<file path="src/rtl/ssem_sequencer.sv">
// Command sequencer for a small accumulator-style datapath: decodes LOAD/ADD/SUB/READ
// commands into one-hot bus control lines and returns READ/ALU results as responses.
module ssem_sequencer #(
    parameter int DATA_W = 32
) (
    input  logic              clk,
    input  logic              reset,
    input  logic              cmd_valid,
    output logic              cmd_ready,
    input  logic [2:0]        cmd_op,
    input  logic [DATA_W-1:0] cmd_data,
    output logic              rsp_valid,
    input  logic              rsp_ready,
    output logic [DATA_W-1:0] rsp_data,
    output logic              rsp_err,
    output logic              load_A,
    output logic              load_B,
    output logic              a_to_bus,
    output logic              b_to_bus,
    output logic              alu_sub,
    output logic              alu_latch,
    output logic              alu_to_bus,
    output logic [DATA_W-1:0] bus_out,
    output logic              bus_drive,
    input  logic [DATA_W-1:0] bus_in,
    output logic [15:0]       op_count
);

    localparam logic [2:0] OP_LOAD_A = 3'b000;
    localparam logic [2:0] OP_LOAD_B = 3'b001;
    localparam logic [2:0] OP_ADD    = 3'b010;
    localparam logic [2:0] OP_SUB    = 3'b011;
    localparam logic [2:0] OP_READ_A = 3'b100;
    localparam logic [2:0] OP_READ_B = 3'b101;

    typedef enum logic [2:0] {
        S_IDLE,
        S_WRITE,
        S_LATCH,
        S_READ,
        S_RESP
    } state_t;

    typedef struct packed {
        logic cmd_ready;
        logic load_a;
        logic load_b;
        logic a_to_bus;
        logic b_to_bus;
        logic alu_sub;
        logic alu_latch;
        logic alu_to_bus;
        logic bus_drive;
        logic rsp_valid;
    } ctrl_t;

    // Moore decode; evaluated on the next state so every control line comes straight from a flop.
    function automatic ctrl_t decode(input state_t st, input logic [2:0] op);
        ctrl_t c;
        c = '0;
        case (st)
            S_IDLE:  c.cmd_ready = 1'b1;
            S_WRITE: begin
                c.bus_drive = 1'b1;
                c.load_a    = (op == OP_LOAD_A);
                c.load_b    = (op == OP_LOAD_B);
            end
            S_LATCH: begin
                c.alu_latch = 1'b1;
                c.alu_sub   = (op == OP_SUB);
            end
            S_READ: begin
                c.a_to_bus   = (op == OP_READ_A);
                c.b_to_bus   = (op == OP_READ_B);
                c.alu_to_bus = (op == OP_ADD) || (op == OP_SUB);
                c.alu_sub    = (op == OP_SUB);
            end
            S_RESP:  c.rsp_valid = 1'b1;
            default: c = '0;
        endcase
        return c;
    endfunction

    state_t              state_q, state_d;
    logic [2:0]          op_q, op_d;
    ctrl_t               ctrl_q;
    logic [DATA_W-1:0]   bus_out_q, bus_out_d;
    logic [DATA_W-1:0]   rsp_data_q, rsp_data_d;
    logic                rsp_err_q, rsp_err_d;
    logic [15:0]         count_q, count_d;

    // NOTE: every variable gets a default before the case so no path leaves it unassigned (no latch).
    always_comb begin
        state_d    = state_q;
        op_d       = op_q;
        bus_out_d  = '0;
        rsp_data_d = rsp_data_q;
        rsp_err_d  = rsp_err_q;
        count_d    = count_q;
        case (state_q)
            S_IDLE: begin
                if (cmd_valid) begin
                    op_d = cmd_op;
                    case (cmd_op)
                        OP_LOAD_A, OP_LOAD_B: begin
                            state_d   = S_WRITE;
                            bus_out_d = cmd_data;
                        end
                        OP_ADD, OP_SUB:       state_d = S_LATCH;
                        OP_READ_A, OP_READ_B: state_d = S_READ;
                        default: begin
                            state_d    = S_RESP;
                            rsp_data_d = '0;
                            rsp_err_d  = 1'b1;
                        end
                    endcase
                end
            end
            S_WRITE: begin
                state_d = S_IDLE;
                count_d = count_q + 16'd1;
            end
            S_LATCH: state_d = S_READ;
            S_READ: begin
                state_d    = S_RESP;
                rsp_data_d = bus_in;
                rsp_err_d  = 1'b0;
            end
            S_RESP: begin
                if (rsp_ready) begin
                    state_d = S_IDLE;
                    count_d = count_q + 16'd1;
                end
            end
            default: state_d = S_IDLE;
        endcase
    end

    // NOTE: state flops use non-blocking assignments so all registers update from pre-edge values.
    always_ff @(posedge clk) begin
        if (reset) begin
            state_q    <= S_IDLE;
            op_q       <= '0;
            ctrl_q     <= decode(S_IDLE, '0);
            bus_out_q  <= '0;
            rsp_data_q <= '0;
            rsp_err_q  <= 1'b0;
            count_q    <= '0;
        end else begin
            state_q    <= state_d;
            op_q       <= op_d;
            ctrl_q     <= decode(state_d, op_d);
            bus_out_q  <= bus_out_d;
            rsp_data_q <= rsp_data_d;
            rsp_err_q  <= rsp_err_d;
            count_q    <= count_d;
        end
    end

    assign cmd_ready  = ctrl_q.cmd_ready;
    assign rsp_valid  = ctrl_q.rsp_valid;
    assign load_A     = ctrl_q.load_a;
    assign load_B     = ctrl_q.load_b;
    assign a_to_bus   = ctrl_q.a_to_bus;
    assign b_to_bus   = ctrl_q.b_to_bus;
    assign alu_sub    = ctrl_q.alu_sub;
    assign alu_latch  = ctrl_q.alu_latch;
    assign alu_to_bus = ctrl_q.alu_to_bus;
    assign bus_drive  = ctrl_q.bus_drive;
    assign bus_out    = bus_out_q;
    assign rsp_data   = rsp_data_q;
    assign rsp_err    = rsp_err_q;
    assign op_count   = count_q;

endmodule

</file>
<file path="config.mk">
export PLATFORM = sky130hd
export DESIGN_NAME = ssem_sequencer
export DESIGN_NICKNAME = d
export VERILOG_FILES = /design/src/rtl/ssem_sequencer.sv
export SDC_FILE = /design/constraint.sdc
export NUM_CORES = 1
export LEC_CHECK = 0
export ABC_AREA = 0
export CAP_MARGIN = 20
export CELL_PAD_IN_SITES_DETAIL_PLACEMENT = 0
export CELL_PAD_IN_SITES_GLOBAL_PLACEMENT = 2
export CORE_UTILIZATION = 25
export DETAILED_ROUTE_END_ITERATION = 7
export GPL_TIMING_DRIVEN = 0
export HOLD_SLACK_MARGIN = 0.06
export PLACE_DENSITY = 0.87
export SLEW_MARGIN = 20
export SYNTH_ARGS = -nofsm -noshare
export SYNTH_HDL_FRONTEND = slang
export SYNTH_SLANG_ARGS = --single-unit
</file>
<file path="constraint.sdc">
create_clock -name clk -period 2.74 [get_ports clk]
set_clock_uncertainty 0.1 [all_clocks]
set_input_delay 0.548 -clock clk [delete_from_list [all_inputs] [get_ports clk]]
set_output_delay 0.548 -clock clk [all_outputs]
set_load 0.02 [all_outputs]
</file>
======== Word-level counts from Yosys, hierarchy flattened ========
Cells that the tools add are included.
word-level totals
  memory bits (writable) .................. 0
  register bits ........................... 97
  bits in latches ......................... 0
  output and inout port bits .............. 91
  memories kept ........................... 0
  bits in read-only memories .............. 0
operators by class
  div/mod/pow operators ................... 0
  muxes and demuxes ....................... 18
  magnitude comparators ................... 0
  reduce and logical (&&, ||, !) cells .... 18
  bitwise gates (word level) .............. 6
  equal/unequal tests ..................... 21
  multipliers ............................. 0
  shifts and indexed selects .............. 0
  add/subtract/negate cells ............... 1
operators with widths
  operator                                                         number
  32-bit two-way mux                                               2
  32-bit case mux with 2 select lines                              1
  16-bit case mux with 2 select lines                              1
  3-bit by 2-bit == test with 1-bit output, second input constant  8
  3-bit == test, second input constant                             6
  16-bit by 1-bit adder with 16-bit output, second input constant  1
  16-bit two-way mux                                               1
  2-bit OR reduction                                               7
  3-bit by 1-bit == test with 1-bit output, second input constant  4
  3-bit zero test                                                  4
  3-bit two-way mux                                                4
  3-bit case mux with 4 select lines                               1
  3-bit case mux with 3 select lines                               1
  1-bit two-way mux                                                6
  2-bit != test, second input constant                             3
  1-bit NOT                                                        6
  6-bit OR reduction                                               1
  2-bit nonzero test                                               2
  4-bit OR reduction                                               1
  3-bit AND reduction                                              1
  1-bit case mux with 2 select lines                               1
  2-bit AND reduction                                              1
  1-bit logical OR                                                 1

======== Depth between registers and ports, before layout ========
  word-level depth ........................ 9
  mapped depth ............................ 6

======== Worst setup path before layout ========
Ideal clock, no wire load.
  path type ............................... input -> register
  start ................................... input port cmd_op[1]
  end ..................................... register ctrl_q, in the netlist alu_to_bus
  stages on the path ...................... 6
  path slack .............................. 0.856 ns
  setup time .............................. 0.092 ns
  data arrival time ....................... 1.692 ns
  required time ........................... 2.548 ns
  cell sequence ........................... buf_2 -> xor2_1 -> a21oi_1 -> or4_1 -> clkbuf_1 -> nor4_1
on the way
  longest elaborated chain between the ends .. 8
  elaborated cells on any way between the ends .. 20
  classes of those cells .................. 8 x eq/ne; 5 x mux; 1 x bitwise; 6 x reduce/logical
RTL lines
  what                                      RTL line  source
  from (decl)                               10        input logic [2:0] cmd_op,
  3-bit == test (tied with other cells)     104       case (cmd_op)
  2-bit OR reduction                        n/a
  3-bit case mux with 3 select lines        104
  3-bit two-way mux                         102       if (cmd_valid) begin
  3-bit case mux with 4 select lines        100       case (state_q)
  3-bit by 2-bit == test with 1-bit output  61        case (st)
  1-bit NOT (no source line)                n/a
  2-bit OR reduction (no source line)       n/a
  to (signal assigned)                      144       ctrl_q <= decode(S_IDLE, '0);
  to (signal assigned)                      152       ctrl_q <= decode(state_d, op_d);
  to (decl)                                 86        ctrl_t ctrl_q;
Parallel ways exist; a longest one is shown, timed or not.
A chain may end at the register's enable or synchronous reset.

==> metrics <==
P per Cell Area 579 nW/um2; final instance area approximately 5400 um2; Worst EP required between 2 and 3 ns; sequential element share of the synthesized area 59.1%; crit path DAT ~2.6 ns; DP Wirelength about 6.5 mm; Hold WC Path Type reg2reg; Comb power frac under 10%; area post-placement 5090 um2; Hold Buf Count CTS 0; top cells by count, synth dfxtp_1, and2_1, a22o_1, a21oi_1, nor2_1; minimum clock period 2.42 ns; largest net degree at the start of global routing 16; top post-synthesis cells by area dfxtp_1, a22o_1, and2_1; die footprint between 10000 and 15000 um2; PortBufs 159; Starting DRT DRC Count 130; CP Buf/Inv Count 3; Reg2Reg Setup Slack 0.62 ns; syn_nets 372; Int Pwr roughly 0.0025 W; Via density ~4.3; WHS approximately 0.37 ns; drt pass-1 iters 4; crit path kind in2reg; Synth top area share 59.1%; # rows between 40 and 50; Pleak approximately 2.0 nW; YS warnings 0; per-cell routed wire length 13.5 um; final worst-path cycle share 88.3%; asr flop ratio synth 0%; Worst Setup EP rsp_data[25]; Clock Tree Root clkbuf_16; IO Pins roughly 160; Final Hold Viols 0; Sw Ratio approximately a fifth; Worst Setup SP reset; Die W 117 um; Syn-to-layout area delta 65.1%; Routability Congestion 0.708; FF/Latch Area approximately 2000 um2; R2R depth 5; Clock Pin Slew Worst Setup and Hold Paths 0.06 ns; Via Count 2782; Flop pwr share 46.5%; Post-Syn Instances 300; Main synth FF type dfxtp_1; Slew Viols, Final 0; Mapped Avg Cell Area around 11 um2; Crit. path cell count 5; Slew @ Worst Pin 0.731 ns; top-count cell post-synth dfxtp_1; Max-Cap Viols 0; clk_lat worst skew roughly 0.34 ns; die span in y around 120 um; initial core utilization around a quarter; postcts setup bufs 0; Placeable Area 12700 um2; Net count, final 542; Worst path max stage delay 0.66 ns; Post-synth EDFFs 0; status finished, final reports clean; fmax just over 400 MHz; worst path cell trace clkdlybuf4s50_1, clkbuf_1, nor3_1, clkbuf_1, a22o_1; CTS tree yes; multi-input combinational cell area 1210 um2; CP Max Fanout 10; distinct cell type count after synthesis 43; setup TNS 0 ns; VDD IR max 0.495 mV; Mapped Area 3280 um2; Top cell by count, worst path clkbuf_1; R2R Path Start state_q[1]; post-synth top area cell dfxtp_1; routed wire length roughly 8.7 mm; Setup Viol. Count Final 0; H-tree depth 3; Slew HR 50.9%; Remaining DRCs 0; Routed Antenna Nets 0; cts repair resizes 0; RSZ-0062 raised after global routing no; Psw 0.000670 W; vias in the first global route 2741; hold path depth 1; TritonCTS Buffers 9; global route overflow 0; Critical Path Sink Type register; Ant. Diodes 0; FF+latch count, synth 97; RR Endpoint rsp_data[25]; total track usage 13.1%; Worst path top cell family by delay buffers and inverters; CTS Buffer Depth 2; initial antenna violation count 0; first-pass GRT wire length approximately 13 mm; Startpoint Class primary input; CP max-delay cell nor3_1; clock power share ~44%; clk sinks 97; # fillers 1276; share of layout cells above drive strength 1 6.11%
## state kept, by name (all words and copies together), names as in the netlist, 3 cells and up
name and count:
rsp_data 32, state_q 3, op_q 3, bus_out 32, op_count 16
## cell families after synthesis
kind of cell,count (synthesis),share of synthesized area (%)
AO/OA/AOI/OAI,69,15.1
XOR/XNOR,6,1.60
adder cells (fa/ha/maj),1,0.381
buffers and inverters,24,3.85
flip-flops,97,59.1
multiplexers,5,1.56
AND/OR/NAND/NOR,98,18.4
## layer usage
layer  GRT usage [%]  wire length (um)  vias up
li1                -                 -     1400
met1            14.0              3470     1265
met2            21.0              4060      106
met3            7.42              1000       11
met4            6.08               176        0
met5               0                 0        -
## through the flow
| stage | std cells | utilization, % | total power [W] | setup WS [ns] |
|---|---|---|---|---|
| floorplan | 300 | - | 0.00163 | 0.856 |
| global placement | 631 | 40.0 | 0.00180 | -0.0179 |
| detailed placement | 631 | 40.0 | 0.00180 | -0.0951 |
| CTS | 647 | 42.6 | 0.00319 | 0.274 |
| global route | 647 | 42.6 | 0.00327 | 0.132 |
| finish | 647 | 42.6 | 0.00314 | 0.321 |
## worst min path at each step
| stage | startpoint | endpoint | slack [ns] |
|---|---|---|---|
| 2_1_floorplan | op_q[0] | op_q[0] | 0.40 |
| 3_3_place_gp | rsp_data[18] | rsp_data[18] | 0.35 |
| 3_5_place_dp | rsp_data[21] | rsp_data[21] | 0.35 |
| 4_1_cts | rsp_data[16] | rsp_data[16] | 0.38 |
| 5_1_grt | rsp_data[21] | rsp_data[21] | 0.38 |
| 6_report | rsp_data[21] | rsp_data[21] | 0.37 |
## cell usage in the layout (no fill, tap or decap), drive strengths merged, types with 3 or more instances in the layout
cell / synthesis / routed
a21oi: 17 / 17
a22o: 32 / 32
and2: 33 / 33
buf: 9 / 9
clkbuf: 10 / 22
clkdlybuf4s50: 0 / 159
dfxtp: 97 / 97
inv: 5 / 5
mux2i: 4 / 4
nand2: 8 / 8
nand3: 3 / 3
nor2: 16 / 16
nor2b: 5 / 5
nor3: 4 / 4
nor4: 3 / 3
nor4b: 3 / 3
o21ai: 9 / 9
o31ai: 4 / 4
or3: 5 / 5
or4: 6 / 6
xor2: 4 / 4
## power by group through the flow
| stage | clock (W) | combinational [W] | sequential [W] |
|---|---|---|---|
| after floorplan | 0 | 0.000107 | 0.00152 |
| after global placement | 0 | 0.000309 | 0.00149 |
| after detailed placement | 0 | 0.000313 | 0.00149 |
| after CTS | 0.00142 | 0.000315 | 0.00146 |
| after global routing | 0.00147 | 0.000337 | 0.00146 |
| final | 0.00137 | 0.000311 | 0.00146 |
## final cells by class
class / instances / share of cell area, %
clock buffers: 12 / 4.73
inverters: 5 / 0.346
clock inverters: 4 / 1.38
multi-input cells: 179 / 22.4
well taps: 172 / 3.97
plain buffers: 19 / 1.98
repair buffers: 159 / 29.4
flip-flops and latches: 97 / 35.8
(Power assumes the default switching activity.)
